File: src/rtl/fetch_ctrl_pkg.sv
// Shared types and constants for the fetch-boundary sequencer and its drain counter.
package fetch_ctrl_pkg;

  typedef enum logic [2:0] {
    IDLE   = 3'd0,
    DRAIN  = 3'd1,
    PUSH1  = 3'd2,
    PUSH2  = 3'd3,
    VECTOR = 3'd4
  } state_t;

  localparam logic [1:0] PCSRC_SEQ = 2'b00;
  localparam logic [1:0] PCSRC_BR  = 2'b01;
  localparam logic [1:0] PCSRC_VEC = 2'b10;

  localparam int CNT_W = 4;

endpackage

File: src/rtl/fetch_ctrl_drain_cnt.sv
// Loadable down-counter that times the drain bubbles; zero marks the last drain cycle.
module fetch_ctrl_drain_cnt
  import fetch_ctrl_pkg::*;
(
  input  logic             clk,
  input  logic             rst,
  input  logic             load,
  input  logic [CNT_W-1:0] load_val,
  input  logic             dec,
  output logic             zero
);

  logic [CNT_W-1:0] count;

  always_ff @(posedge clk or posedge rst) begin
    if (rst) begin
      count <= '0;
    end else if (load) begin
      count <= load_val;
    end else if (dec && (count != '0)) begin
      count <= count - 1'b1;
    end
  end

  assign zero = (count == '0);

endmodule

File: src/rtl/fetch_seq_ctrl.sv
// Fetch / IF-ID boundary control: normal flow, load-use stalls, taken branches
// and the drain -> capture -> int1 -> int2 -> vector interrupt entry sequence.
module fetch_seq_ctrl
  import fetch_ctrl_pkg::*;
#(
  parameter int PC_W         = 32,
  parameter int DRAIN_CYCLES = 2
) (
  input  logic            clk,
  input  logic            rst,
  input  logic            int_req,
  input  logic            stall_hazard,
  input  logic            branch_taken,
  input  logic [PC_W-1:0] fetch_pc,
  output logic            pc_write_en,
  output logic            ifid_enable,
  output logic            ifid_flush,
  output logic [1:0]      pc_src,
  output logic            int1,
  output logic            int2,
  output logic [PC_W-1:0] pc_before_int,
  output logic            busy
);

  localparam logic [CNT_W-1:0] DRAIN_LOAD = CNT_W'(DRAIN_CYCLES - 1);

  state_t state, state_next;
  logic   int_pend, int_pend_next;
  logic   cnt_load, cnt_dec, cnt_zero;
  logic   capture;

  fetch_ctrl_drain_cnt u_drain_cnt (
    .clk      (clk),
    .rst      (rst),
    .load     (cnt_load),
    .load_val (DRAIN_LOAD),
    .dec      (cnt_dec),
    .zero     (cnt_zero)
  );

  // The return PC is taken on the last drain edge, after any branch has redirected fetch.
  assign capture = (state == DRAIN) && cnt_zero;
  assign busy    = (state != IDLE);

  always_ff @(posedge clk or posedge rst) begin
    if (rst) begin
      state         <= IDLE;
      int_pend      <= 1'b0;
      pc_before_int <= '0;
    end else begin
      state    <= state_next;
      int_pend <= int_pend_next;
      if (capture) begin
        pc_before_int <= fetch_pc;
      end
    end
  end

  always_comb begin
    pc_write_en   = 1'b1;
    ifid_enable   = 1'b1;
    ifid_flush    = 1'b0;
    pc_src        = PCSRC_SEQ;
    int1          = 1'b0;
    int2          = 1'b0;
    state_next    = state;
    cnt_load      = 1'b0;
    cnt_dec       = 1'b0;
    int_pend_next = int_pend | int_req;

    case (state)
      IDLE: begin
        if (branch_taken) begin
          pc_src     = PCSRC_BR;
          ifid_flush = 1'b1;
        end else if (stall_hazard) begin
          pc_write_en = 1'b0;
          ifid_enable = 1'b0;
        end
        if ((int_pend || int_req) && !stall_hazard) begin
          state_next = DRAIN;
          cnt_load   = 1'b1;
        end
      end
      DRAIN: begin
        ifid_flush  = 1'b1;
        pc_write_en = branch_taken;
        if (branch_taken) begin
          pc_src = PCSRC_BR;
        end
        if (cnt_zero) begin
          state_next = PUSH1;
        end else begin
          cnt_dec = 1'b1;
        end
      end
      PUSH1: begin
        int1        = 1'b1;
        pc_write_en = 1'b0;
        state_next  = PUSH2;
      end
      PUSH2: begin
        int2        = 1'b1;
        pc_write_en = 1'b0;
        state_next  = VECTOR;
      end
      VECTOR: begin
        pc_src        = PCSRC_VEC;
        ifid_flush    = 1'b1;
        state_next    = IDLE;
        int_pend_next = int_req;
      end
      default: begin
        state_next = IDLE;
      end
    endcase
  end

endmodule

File: config.mk
export PLATFORM = sky130hd
export DESIGN_NAME = fetch_seq_ctrl
export DESIGN_NICKNAME = d
export VERILOG_FILES = /design/src/rtl/fetch_ctrl_pkg.sv /design/src/rtl/fetch_ctrl_drain_cnt.sv /design/src/rtl/fetch_seq_ctrl.sv
export SDC_FILE = /design/constraint.sdc
export NUM_CORES = 1
export LEC_CHECK = 0
export ABC_AREA = 1
export CAP_MARGIN = 0
export CORE_ASPECT_RATIO = 1.1
export CORE_MARGIN = 5
export CORE_UTILIZATION = 39
export CTS_BUF_LIST = sky130_fd_sc_hd__clkbuf_2
export DETAILED_ROUTE_END_ITERATION = 16
export HOLD_SLACK_MARGIN = 0.12
export PLACE_DENSITY = 0.76
export SLEW_MARGIN = 5
export SYNTH_ARGS = -nofsm -noshare
export SYNTH_HDL_FRONTEND = slang
export SYNTH_SLANG_ARGS = --single-unit
File: constraint.sdc
create_clock -name clk -period 1.4 [get_ports clk]
set_clock_uncertainty 0.15 [all_clocks]
set_input_delay 0.21 -clock clk [delete_from_list [all_inputs] [get_ports clk]]
set_output_delay 0.21 -clock clk [all_outputs]
set_load 0.1 [all_outputs]
Word-level counts from Yosys, hierarchy flattened
Index checks and enable logic that the tools add are counted.
{"block": "totals", "mem_bits_ro": 0, "mem_bits_rw": 0, "n_memories": 0, "in_bits": 37, "out_inout_bits": 40, "ff_bits": 40, "elab_cells": 46, "latch_bits": 0}
{"block": "op_classes", "eq_ne": 6, "div_mod_pow": 0, "shifts": 0, "bitwise_logic": 1, "multipliers": 0, "muxes": 20, "n_reduce_logical": 14, "n_addsub": 1, "order_cmp": 0}
{"op": "1-bit two-way mux", "n": 12}
{"op": "3-bit case mux with 4 select lines", "n": 1}
{"op": "4-bit two-way mux", "n": 2}
{"op": "3-bit by 2-bit equality test with 1-bit output, second input constant", "n": 2}
{"op": "3-bit two-way mux", "n": 2}
{"op": "2-bit OR reduction", "n": 3}
{"op": "4-bit zero test", "n": 1}
{"op": "2-bit inequality test, second input constant", "n": 2}
{"op": "2-bit case mux with 2 select lines", "n": 1}
{"op": "4-bit nonzero test", "n": 1}
{"op": "4-bit by 1-bit subtractor with 4-bit output, second input constant", "n": 1}
{"op": "3-bit by 1-bit equality test with 1-bit output, second input constant", "n": 1}
{"op": "3-bit equality test, second input constant", "n": 1}
{"op": "1-bit logical AND", "n": 3}
{"op": "3-bit zero test", "n": 1}
{"op": "1-bit case mux with 3 select lines", "n": 1}
{"op": "3-bit nonzero test", "n": 1}
{"op": "1-bit case mux with 2 select lines", "n": 1}
{"op": "2-bit AND reduction", "n": 1}
{"op": "2-bit nonzero test", "n": 1}
{"op": "1-bit zero test", "n": 1}
{"op": "1-bit logical OR", "n": 1}
{"op": "1-bit OR", "n": 1}

Longest topological paths before layout
{"block": "logic_depth", "ltp_word": 6, "depth_mapped": 8, "depth_no_buf": 7}

Modules after synthesis
A second synthesis with hierarchy kept.
{"block": "unflattened", "hier_cells": 231, "hier_area_um2": 1890.6}
{"mod": "fetch_seq_ctrl", "area_per_inst_um2": 1591.5, "instances": 1, "seq_area_each_um2": 900.9, "cells_per_inst": 184}
{"mod": "fetch_ctrl_drain_cnt", "area_per_inst_um2": 299.0, "instances": 1, "seq_area_each_um2": 100.1, "cells_per_inst": 47}

Worst setup path before layout
No wires, ideal clock.
{"block": "synth_timing", "path_type": "register to output", "from": "register state[2]", "to": "output port ifid_flush", "arrival_ns": 3.553, "path_slack_ns": -2.513, "path_stages_with_launch": 4, "n_path_buf": 0, "required_time_ns": 1.040, "cell_sequence": "dfrtp_1 inv_2 nor3_1 nand3b_1"}
{"block": "synth_between", "elab_chain_cells": 3, "elab_cells_between_ends": 5, "cone_classes": "eq/ne: 2; mux: 1; reduce/logical: 2"}
{"element": "start, declared", "line": "fetch_seq_ctrl.sv:27", "text": "state_t state, state_next;"}
{"element": "start signal, assigned", "line": "fetch_seq_ctrl.sv:51", "text": "state <= state_next;"}
{"element": "3-bit by 1-bit equality test with 1-bit output / 3-bit equality test (equally long branches)", "line": "fetch_seq_ctrl.sv:71", "text": "case (state)"}
{"element": "2-bit OR reduction (no line)"}
{"element": "1-bit case mux with 2 select lines *", "line": "fetch_seq_ctrl.sv:71"}
{"element": "end, declared", "line": "fetch_seq_ctrl.sv:17", "text": "output logic ifid_flush,"}
Mark *: on every way between the ends. The rest lies on a longest branch, timed or not.

Final worst setup path
{"block": "layout_timing", "from": "register state[0]", "to": "output port pc_write_en"}
{"block": "layout_between", "elab_chain_cells": 3, "elab_cells_between_ends": 6, "cone_classes": "eq/ne: 3; mux: 1; reduce/logical: 2"}
{"element": "3-bit by 2-bit equality test with 1-bit output", "line": "fetch_seq_ctrl.sv:71"}
{"element": "2-bit OR reduction (no line)"}
{"element": "1-bit case mux with 3 select lines *", "line": "fetch_seq_ctrl.sv:71"}
{"element": "end, declared", "line": "fetch_seq_ctrl.sv:15", "text": "output logic pc_write_en,"}
Marks and branches as above.

==> flow_summary.json <==
{
  "outcome": "complete, but fails checks",
  "failed_checks": "negative setup slack",
  "r2r_cells": 8,
  "path_max_fanout": 4,
  "drtPass1Iterations": 4,
  "drt-vias-per-instance": 5.543,
  "max_stage_delay_ns": 0.47,
  "regToRegSetupSlack_ns": -0.33,
  "slew_headroom_pct": 69.86,
  "crit_path_top_delay_cell": "dfrtp_1",
  "layout.nets": 379,
  "detailed_place_hpwl_um": 3987,
  "rr_endpoint": "u_drain_cnt.count[0]$_DFFE_PP0P_",
  "crit_cells": 6,
  "synth_compound_area_share_pct": 2.894,
  "worstHoldStart": "fetch_pc[13]",
  "cts_buffers": 5,
  "critPathCapture": "pc_write_en",
  "fillCellCount": 160,
  "dieArea_um2": 5867,
  "coreArea_um2": 4285,
  "drv_cap": 0,
  "setup_violations": 74,
  "h-tree-depth": 2,
  "die_w_um": 73.49,
  "ys_ff_latch": 40,
  "tritoncts": "built",
  "ios": 77,
  "drive_gt1_share_pct": 43.86,
  "cp.arrival_ns": 1.65,
  "postLayoutSetupSlackWorst_ns": -0.6057,
  "worstReg2RegStart": "state[2]$_DFFE_PP0P_",
  "path_delay_family": "flip-flops",
  "yosysTopAreaCell": "dfrtp_1",
  "track_usage_pct": 23.01,
  "area_growth_pct": 124.9,
  "cp-startpoint": "state[0]$_DFFE_PP0P_",
  "syn_inst": 203,
  "cp-end-kind": "output pin",
  "placementRows": 25,
  "fmax_ghz": 0.4986,
  "drc": 0,
  "syn-cell-area_um2": 1729,
  "crit_type": "flop to output pin",
  "synth_fa_ha_area_share_pct": 0.7236,
  "hold_path.class": "input port to flop",
  "synth-xor-area-share_pct": 0.5065,
  "cts.sinks": 40,
  "worst_pin_slew_ns": 0.4494,
  "wl_per_cell_um": 21.91,
  "synthDistinctLibCells": 18,
  "ys.warnings.count": 0,
  "pre_cts_ws_ns": -0.3189,
  "ys_seq_area_share_pct": 57.89,
  "start_util_pct": 40.35,
  "synth_nets": 241,
  "drtIter0Drc": 227,
  "synth_top_family_by_area": "simple AND/OR/NAND/NOR gates",
  "ant_nets": 0,
  "overflow": 0,
  "die_h_um": 79.84,
  "grt_pass1_wl_um": 10330,
  "synth.area.top_cells": "dfrtp_1 (58%), nand2_1 (16%), nand3_1 (12%)",
  "cts_root_buf": "clkbuf_2",
  "path_cells": "inv_4 > nand2_4 > nor2_4 > o21ai_2 > o211ai_1 > clkbuf_16",
  "synth_mux_area_share_pct": 0,
  "io_buffers": 76,
  "antenna_found_initial": 0,
  "finalHoldViolCount": 0,
  "min_period_ns": 2.006,
  "path_clk_slew_ns": 0.24,
  "grt_pass1_vias": 2120,
  "drt_wl_total_um": 8676,
  "synth_simple_gate_area_share_pct": 32.78,
  "period_share_pct": 143.3,
  "drv_slew": 0,
  "gp_congestion": 0.7503,
  "rsz0062_at_grt": "true",
  "vias": 2195,
  "cts_buffer_depth": 2,
  "utilization_pct": 90.74,
  "insertion_delay_ns": 0.44,
  "timing.hold.ws_ns": 0.1454,
  "worstSetupStartpointType": "flop",
  "path_buf_inv": 2,
  "grt_max_degree": 18,
  "yosys.area.top_type_share_pct": 57.89,
  "critical_path_required_ns": 1.04,
  "avgSynthCellArea_um2": 8.518,
  "diodes": 0
}
synth_stat cells:
cell type / number
nand2_1: 75
dfrtp_1: 40
nand3_1: 40
inv_1: 10
nor2_1: 8
buf_2: 6
o21ai_0: 6
nor3_1: 4
clkbuf_1: 3
inv_2: 3
a21oi_1: 1
a22oi_1: 1
ha_1: 1
nand2_4: 1
nand3b_1: 1
nor3_4: 1
o211ai_1: 1
xor2_1: 1
metal layers:
metal	global-route usage [%]	wire [um]	vias up
met3	4.786	654	42
met1	27.27	3050	1063
li1	-	-	940
met5	0	0	-
met4	9.239	446	0
met2	39.89	4525	150
worst reg2reg max path, cell delays in order, from the launching register on:
cell and delay (ns):
dfrtp_2 0.49, buf_4 0.16, nor3_4 0.22, buf_4 0.15
buf_6 0.09, nand2_4 0.07, nand2_4 0.10, nand2_1 0.09
o21ai_0 0.16
logic make-up after synthesis:
group / Yosys count
simple gates: 130
flops: 40
buf+inv: 22
compound gates: 9
xor+xnor: 1
fa+ha+maj: 1
registers in the layout (all words and copies together) (netlist names):
register / count
state: 3
int_pend: 1
u_drain_cnt.count: 4
pc_before_int: 32
worst min-delay path by stage:
| stage | slack (ns) | to | cells after the start |
|---|---|---|---|
| after CTS | 0.15 | pc_before_int[25]$_DFFE_PP0P_ | 3 |
| after global routing | 0.15 | pc_before_int[8]$_DFFE_PP0P_ | 3 |
| after global placement | 0.33 | pc_before_int[19]$_DFFE_PP0P_ | 2 |
| final | 0.15 | pc_before_int[13]$_DFFE_PP0P_ | 3 |
| after detailed placement | 0.34 | pc_before_int[17]$_DFFE_PP0P_ | 2 |
| after floorplan | 0.18 | int_pend$_DFF_PP0_ | 2 |
cell type report:
class / count / area [um^2] / area share (%)
timing repair buffer: 135 / 1769 / 45.50
timing repair inverter: 1 / 11.26 / 0.2896
sequential: 40 / 1003 / 25.80
tap: 54 / 67.56 / 1.737
multi-input combinational: 145 / 910.9 / 23.42
clock buffer: 6 / 30.03 / 0.7722
clock inverter: 2 / 35.03 / 0.9009
inverter: 13 / 61.31 / 1.577
placed cells by master (no fill, tap or decap), drive strengths merged:
master	instances
a21oi	1
a22oi	1
buf	96
bufinv	1
clkbuf	8
clkdlybuf4s50	36
clkinv	2
dfrtp	40
dlygate4sd3	1
ha	1
inv	13
nand2	80
nand3	40
nand3b	1
nor2	8
nor3	5
o211ai	1
o21ai	6
xor2	1
stage by stage:
stage / std cells / instance area [um^2] / TNS (ns)
global placement: 356 / 3272 / -4.677
floorplan: 203 / 1817 / -5.601
detailed placement: 356 / 3272 / -6.171
CTS: 383 / 3656 / -9.257
global route: 396 / 3889 / -17.47
finish: 396 / 3889 / -14.30
timing repair:
item,CTS,global route
endpoints found under the setup margin,78,78
hold buffers,1,0
cloned,5,2
pin swaps,8,20
buffers inserted,13,14
resized for setup,35,30
hold endpoints to repair,7,0
Power is not shown: default switching activity piles up to over one toggle a cycle in this logic, so the estimate is an artifact.
